## config.mk

```make
export PLATFORM = sky130hd
export DESIGN_NAME = uart_tx_stream
export DESIGN_NICKNAME = d
export VERILOG_FILES = /design/src/rtl/uart_tx_stream.sv
export SDC_FILE = /design/constraint.sdc
export NUM_CORES = 1
export LEC_CHECK = 0
export CAP_MARGIN = 25
export CORE_ASPECT_RATIO = 1.2
export CORE_MARGIN = 10
export CORE_UTILIZATION = 50
export CTS_CLUSTER_DIAMETER = 80
export DETAILED_ROUTE_END_ITERATION = 12
export GPL_TIMING_DRIVEN = 0
export PLACE_DENSITY_LB_ADDON = 0.08
export SLEW_MARGIN = 30
export SYNTH_ARGS = -nofsm -noshare
export SYNTH_HDL_FRONTEND = slang
export SYNTH_SLANG_ARGS = --single-unit
```

## constraint.sdc

```tcl
create_clock -name clk -period 7 [get_ports clk]
set_clock_uncertainty 0.15 [all_clocks]
set_input_delay 1.4 -clock clk [delete_from_list [all_inputs] [get_ports clk]]
set_output_delay 1.4 -clock clk [all_outputs]
set_load 0.05 [all_outputs]
```

## src/rtl/uart_tx_stream.sv

```systemverilog
// Stream-to-serial UART transmitter: accepts one word per frame over valid/ready
// and shifts out start, data (LSB first), optional parity (UART_TX_PARITY_EN) and stop bits.
module uart_tx_stream #(
  parameter int DATA_BITS    = 8,
  parameter int CLKS_PER_BIT = 868,
  parameter int STOP_BITS    = 1,
  parameter int PARITY_ODD   = 0
) (
  input  logic                 clk,
  input  logic                 rst,
  input  logic                 s_valid,
  output logic                 s_ready,
  input  logic [DATA_BITS-1:0] s_data,
  output logic                 tx,
  output logic                 busy,
  output logic                 tx_done
);

  localparam int BAUD_W = $clog2(CLKS_PER_BIT);

  localparam logic [2:0] ST_IDLE   = 3'd0;
  localparam logic [2:0] ST_START  = 3'd1;
  localparam logic [2:0] ST_DATA   = 3'd2;
`ifdef UART_TX_PARITY_EN
  localparam logic [2:0] ST_PARITY = 3'd3;
`endif
  localparam logic [2:0] ST_STOP   = 3'd4;

  localparam logic [BAUD_W-1:0] BAUD_LAST = BAUD_W'(CLKS_PER_BIT - 1);
  localparam logic [BAUD_W-1:0] BAUD_ONE  = BAUD_W'(1);
  localparam logic [2:0]        DATA_LAST = 3'(DATA_BITS - 1);
  localparam logic [2:0]        STOP_LAST = 3'(STOP_BITS - 1);
  localparam logic [2:0]        BIT_ONE   = 3'd1;

  // Elaboration-time guard on the parameter ranges the datapath is sized for.
  if (DATA_BITS < 5 || DATA_BITS > 8 || CLKS_PER_BIT < 2 ||
      STOP_BITS < 1 || STOP_BITS > 2 || PARITY_ODD < 0 || PARITY_ODD > 1) begin : g_bad_param
    $error("uart_tx_stream: illegal parameter value");
  end

  logic [2:0]           r_state;
  logic [BAUD_W-1:0]    r_baud;
  logic [2:0]           r_bit;
  logic [DATA_BITS-1:0] r_shift;
  logic                 r_tx;
  logic                 r_done;
`ifdef UART_TX_PARITY_EN
  logic                 r_par;
`endif

  logic w_accept;
  logic w_baud_last;
  logic w_data_last;
  logic w_stop_last;

  assign s_ready     = (r_state == ST_IDLE) && !rst;
  assign w_accept    = s_valid && s_ready;
  assign w_baud_last = (r_baud == BAUD_LAST);
  assign w_data_last = (r_bit == DATA_LAST);
  assign w_stop_last = (r_bit == STOP_LAST);

  assign tx      = r_tx;
  assign busy    = (r_state != ST_IDLE);
  assign tx_done = r_done;

  always_ff @(posedge clk) begin
    if (rst) begin
      r_state <= ST_IDLE;
      r_tx    <= 1'b1;
      r_done  <= 1'b0;
      r_baud  <= '0;
      r_bit   <= '0;
    end else begin
      r_done <= 1'b0;
      if (r_state == ST_IDLE) begin
        r_baud <= '0;
        r_bit  <= '0;
        r_tx   <= 1'b1;
        if (w_accept) begin
          r_state <= ST_START;
          r_tx    <= 1'b0;
        end
      end else if (!w_baud_last) begin
        r_baud <= r_baud + BAUD_ONE;
      end else begin
        r_baud <= '0;
        case (r_state)
          ST_START: begin
            r_state <= ST_DATA;
            r_tx    <= r_shift[0];
            r_bit   <= '0;
          end
          ST_DATA: begin
            if (w_data_last) begin
              r_bit <= '0;
`ifdef UART_TX_PARITY_EN
              r_state <= ST_PARITY;
              r_tx    <= r_par;
`else
              r_state <= ST_STOP;
              r_tx    <= 1'b1;
`endif
            end else begin
              // Shift happens in the datapath block on this same edge.
              r_bit <= r_bit + BIT_ONE;
              r_tx  <= r_shift[1];
            end
          end
`ifdef UART_TX_PARITY_EN
          ST_PARITY: begin
            r_state <= ST_STOP;
            r_tx    <= 1'b1;
          end
`endif
          ST_STOP: begin
            r_tx <= 1'b1;
            if (w_stop_last) begin
              r_state <= ST_IDLE;
              r_done  <= 1'b1;
              r_bit   <= '0;
            end else begin
              r_bit <= r_bit + BIT_ONE;
            end
          end
          default: begin
            r_state <= ST_IDLE;
            r_tx    <= 1'b1;
          end
        endcase
      end
    end
  end

  always_ff @(posedge clk) begin
    if (w_accept) begin
      r_shift <= s_data;
`ifdef UART_TX_PARITY_EN
      r_par   <= (^s_data) ^ 1'(PARITY_ODD);
`endif
    end else if (r_state == ST_DATA && w_baud_last && !w_data_last) begin
      r_shift <= r_shift >> 1;
    end
  end

endmodule

```

-- Word-level counts from Yosys, hierarchy flattened
Index checks and enable logic that the tools add are counted.
- register bits after elaboration: 26
- output and inout bits: 4
- logic and storage cells: 52
- $add $sub $neg: 2
- eq/ne operators: 8
- mux-type cells: 17
- bitwise gates (word level): 2
- reductions and logical operators: 17
- operators with widths (cell ; count):
    2-to-1 mux 3 bit ; 7
    case mux 3 bit (3 select lines) ; 2
    2-to-1 mux 8 bit ; 2
    adder 10 x 1 -> 10 bit, second input constant ; 1
    == test 10 bit, second input constant ; 1
    == test 3 bit, second input constant ; 2
    logical NOT 3 bit ; 2
    inequality test 3 bit, second input constant ; 2
    nonzero test 3 bit ; 2
    2-to-1 mux 1 bit ; 5
    logical AND 1 bit ; 4
    AND reduction 4 bit ; 1
    nonzero test 2 bit ; 2
    OR reduction 4 bit ; 1
    adder 3 x 1 -> 3 bit, second input constant ; 1
    == test 3 x 1 -> 1 bit, second input constant ; 1
    == test 3 x 2 -> 1 bit, second input constant ; 1
    OR reduction 3 bit ; 1
    logical NOT 1 bit ; 2
    inequality test 2 bit, second input constant ; 1
    inverter 1 bit ; 2
    case mux 1 bit (2 select lines) ; 1
    AND reduction 2 bit ; 1
    OR reduction 2 bit ; 1

-- Logic depth before layout (Yosys ltp)
Gate-level depths: netlist of run 1.
- word-level depth: 5
- depth in mapped cells: 6
- depth with buffers taken out: 6

-- Least setup slack after synthesis of run 1
Ideal clock, no wire load.
- path type: input -> output
- from: input port rst
- to: output port s_ready
- arrival time: 1984 ps
- data required time: 5450 ps
- setup slack: 3466 ps
- stages: 1
- path through: nor4_4
- word-level cells in the longest chain between the ends: 2
- RTL lines (element ; line ; source):
    start, declared ; 10 ; input logic rst,
    logical NOT 1 bit ; 56 ; assign s_ready = (r_state == ST_IDLE) && !rst;
    logical AND 1 bit ; 56 ;
    end, declared ; 12 ; output logic s_ready,
No other way between the ends.

-- Worst setup path in the final report of run 1
Ends and elaborated chain as after synthesis.

==> results of run 1 <==
[power groups by stage]
stage	clock [W]	combinational [W]	sequential, W
3_5_place_dp	0	0.0000284	0.000165
2_1_floorplan	0	0.0000152	0.000166
6_report	0.000102	0.0000280	0.000161
4_1_cts	0.000105	0.0000284	0.000161
5_1_grt	0.000111	0.0000305	0.000162
3_3_place_gp	0	0.0000275	0.000164
[layout make-up]
type	instances	area [um2]	area share, %
inverter	5	18.77	1.225
tap	33	41.29	2.696
multi-input combinational	90	651.9	42.57
sequential	26	600.6	39.22
timing repair buffer	15	145.1	9.477
buffer	4	21.27	1.389
clock buffer	3	22.52	1.471
clock inverter	1	30.03	1.961
[per-stage QoR]
stage               cells  hold WS (ps)  area, um2   power, W  utilization (%)
detailed placement    173         299.9       1479  0.0001930            59.10
CTS                   177         321.3       1531  0.0002944            61.20
floorplan             125         267.5       1285  0.0001807                -
global placement      172         279.0       1466  0.0001919            58.60
global route          177         347.7       1531  0.0003029            61.20
finish                177         315.5       1531  0.0002909            61.20
[layer usage]
layer | vias to the layer above | global-route usage (%)
met1 | 421 | 11.16
met2 | 10 | 17.68
met4 | 0 | 5.128
met5 | - | 0
met3 | 4 | 2.206
li1 | 475 | -
[flip-flops by register name, indices dropped and copies added, names as in the netlist]
register	cells
r_shift	8
tx_done	1
r_state	3
tx	1
r_bit	3
r_baud	10
[worst max path at each step]
stage	start	to	slack [ps]	cells after the start
after floorplan	rst	s_ready	3470	1
after global placement	rst	s_ready	2340	3
after detailed placement	rst	s_ready	2330	3
after global routing	rst	s_ready	2280	3
after CTS	rst	s_ready	2330	3
final	rst	s_ready	2350	3
[cells in the final DEF (no fill, tap or decap), types with 5 or more instances in the layout]
cell type and instances:
dfxtp_1 18, nor2_1 17, clkdlybuf4s50_1 14, edfxtp_1 8, mux2_2 7, xnor2_1 7, inv_1 5, nand2_1 5
nor3_1 5, a21oi_1 5
[cell families after synthesis]
family / count (synthesis) / synth area share, %
simple gates: 54 / 25.80
buf+inv: 9 / 3.116
xor+xnor: 9 / 6.135
mux: 9 / 7.790
flops: 26 / 46.74
compound gates: 14 / 6.525
fa+ha+maj: 4 / 3.895
[worst max-delay path: stages]
cell and delay, ps:
clkdlybuf4s50_1 550, nor4_4 280, clkdlybuf4s50_1 870
==> run_results.csv, run 1 <==
group,metric,value,unit
synth,syn_nets,140,
hold_path,min_path_cells,1,
worst_setup_path,r2r_cells,5,
global_routing,grt_max_degree,16,
synth,synthCells,125,
worst_setup_path,r2r_end,"r_shift[2]",
drt,drt_first_iter_violations,23,
global_routing,grtUsageTotal,10.08,%
synth,synth_edf_count,8,
sta,period_share,66.44,%
die,core_area,2502,um2
global_routing,grt_pass1_vias,911,
die,die_area,5006,um2
hold_path,worstHoldStart,"r_baud[0]",
synth,synth_most_common_cell,"dfxtp_1",
worst_setup_path,critPathLaunchType,"input pin",
sta,rsz0062_at_grt,"no",
clock_network,clock_latency,310,ps
synth,seq_area_frac_synth,46.74,%
finish,nets,160,
worst_setup_path,required,5450,ps
synth,synth_cell_types,38,
sta,max_freq,215.0,MHz
power_and_ir_drop,comb_power_share,9.6,%
sta,relSlewSlack,66.29,%
flow_run,cap_violations,0,
clock_network,cts.sinks,26,
drt,vias,910,
clock_network,clock_path_buffers,2,
hold_path,hold_end,"r_baud[0]",
synth,ys_warn_count,0,
synth,synthArstFlopShare,0,%
finish,final.fill_count,222,
place,portBuffers,14,
clock_network,cts_hold_buf,0,
worst_setup_path,reg2reg_from,"r_baud[0]",
drt,routed_wl,2.254,mm
outcome,outcome,"finished clean",
drt,routed_via_density,5.141,
clock_network,cts_root_buffer,"clkbuf_4",
global_routing,overflow,0,
drt,met3_wirelength,83,um
sta,worst_slack,2349,ps
sta,post-route-min-period,4651,ps
drt,drc,0,
place,dpl.hpwl,1.761,mm
drt,wire_per_inst,12.73,um
clock_network,htreeDepth,1,
drt,topRoutingLayerUsed,"met4",
worst_setup_path,cp-end-kind,"primary output",
drt,postRouteAntennaNets,0,
place,gp_congestion,0.8222,
die,dieWidth,66.28,um
clock_network,numCtsBuffers,3,
synth,synth_seq_cells,26,
power_and_ir_drop,p_switching,0.00005986,W
power_and_ir_drop,swShare,20.58,%
worst_setup_path,cp_max_fo,8,
power_and_ir_drop,p_leak,0.5141,nW
synth,synth_area,1285,um2
die,pin_count,15,
synth,postSynthAreaPerCell,10.28,um2
synth,synth-main-ff-cell,"dfxtp_1",
worst_setup_path,arrival,3100,ps
worst_setup_path,reg2reg_slack,4750,ps
drt,drt-met1-wl,1.006,mm
clock_network,cts_resized,0,
die,start_util,51.35,%
finish,final_layout_size_suffix_gt1_share,15.28,%
synth,synth_top_area_share,28.04,%
power_and_ir_drop,clkPwrFrac,35.0,%
power_and_ir_drop,power_density,190.0,nW/um2
die,die_y,75.53,um
hold_path,hold_path_class,"reg -> reg",
power_and_ir_drop,vdd_drop_max,0.1237,mV
global_routing,antenna_found_initial,0,
die,rows,20,
finish,area_growth,19.18,%
place,dp_slack,2333,ps
power_and_ir_drop,p_seq_share,55.4,%
synth,yosysTopAreaCell,"dfxtp_1",
sta,tns,0,ps
sta,setup_viol,0,
power_and_ir_drop,p_int,0.0002311,W
clock_network,cts_tree,"done",
clock_network,cts_setup_buffers,0,
sta,worst_slew_pin_slew,504.1,ps
sta,finalMaxSlewViolations,0,
worst_setup_path,critical_path_class,"in -> out",
synth,synthTopCellsByCount,"dfxtp_1 (18), nor2_1 (17), edfxtp_1 (8)",
finish,antenna_cells,0,
synth,yosys-top-cells-area,"dfxtp_1 (28%), edfxtp_1 (19%), mux2_2 (6.1%), nor2_1 (5.0%), xnor2_1 (4.8%)",
global_routing,grt_pass1_wl,3.981,mm
drt,firstDrtPassIters,4,
clock_network,cts.clk_slew.worst_paths,140,ps
drt,wl_met2,1.121,mm
sta,finalHoldViolations,0,
Power figures use the tool's default switching activity.
==> inputs of run 2 (changes only) <==
==> constraint.sdc (replaced) <==
create_clock -name clk -period 4.6 [get_ports clk]
set_clock_uncertainty 0.15 [all_clocks]
set_input_delay 0.92 -clock clk [delete_from_list [all_inputs] [get_ports clk]]
set_output_delay 0.92 -clock clk [all_outputs]
set_load 0.05 [all_outputs]
==> results of run 2 <==
The final DEF is identical to that of run 1. Status: finished clean.
Among the figures that moved: setup slack after placement 2333 ps -> 892.7 ps; setup slack after layout 2349 ps -> 909.2 ps; register-to-register setup slack 4750 ps -> 2350 ps; total power 0.0002909 W -> 0.0004427 W; worst IR drop on VDD 0.1237 mV -> 0.1882 mV
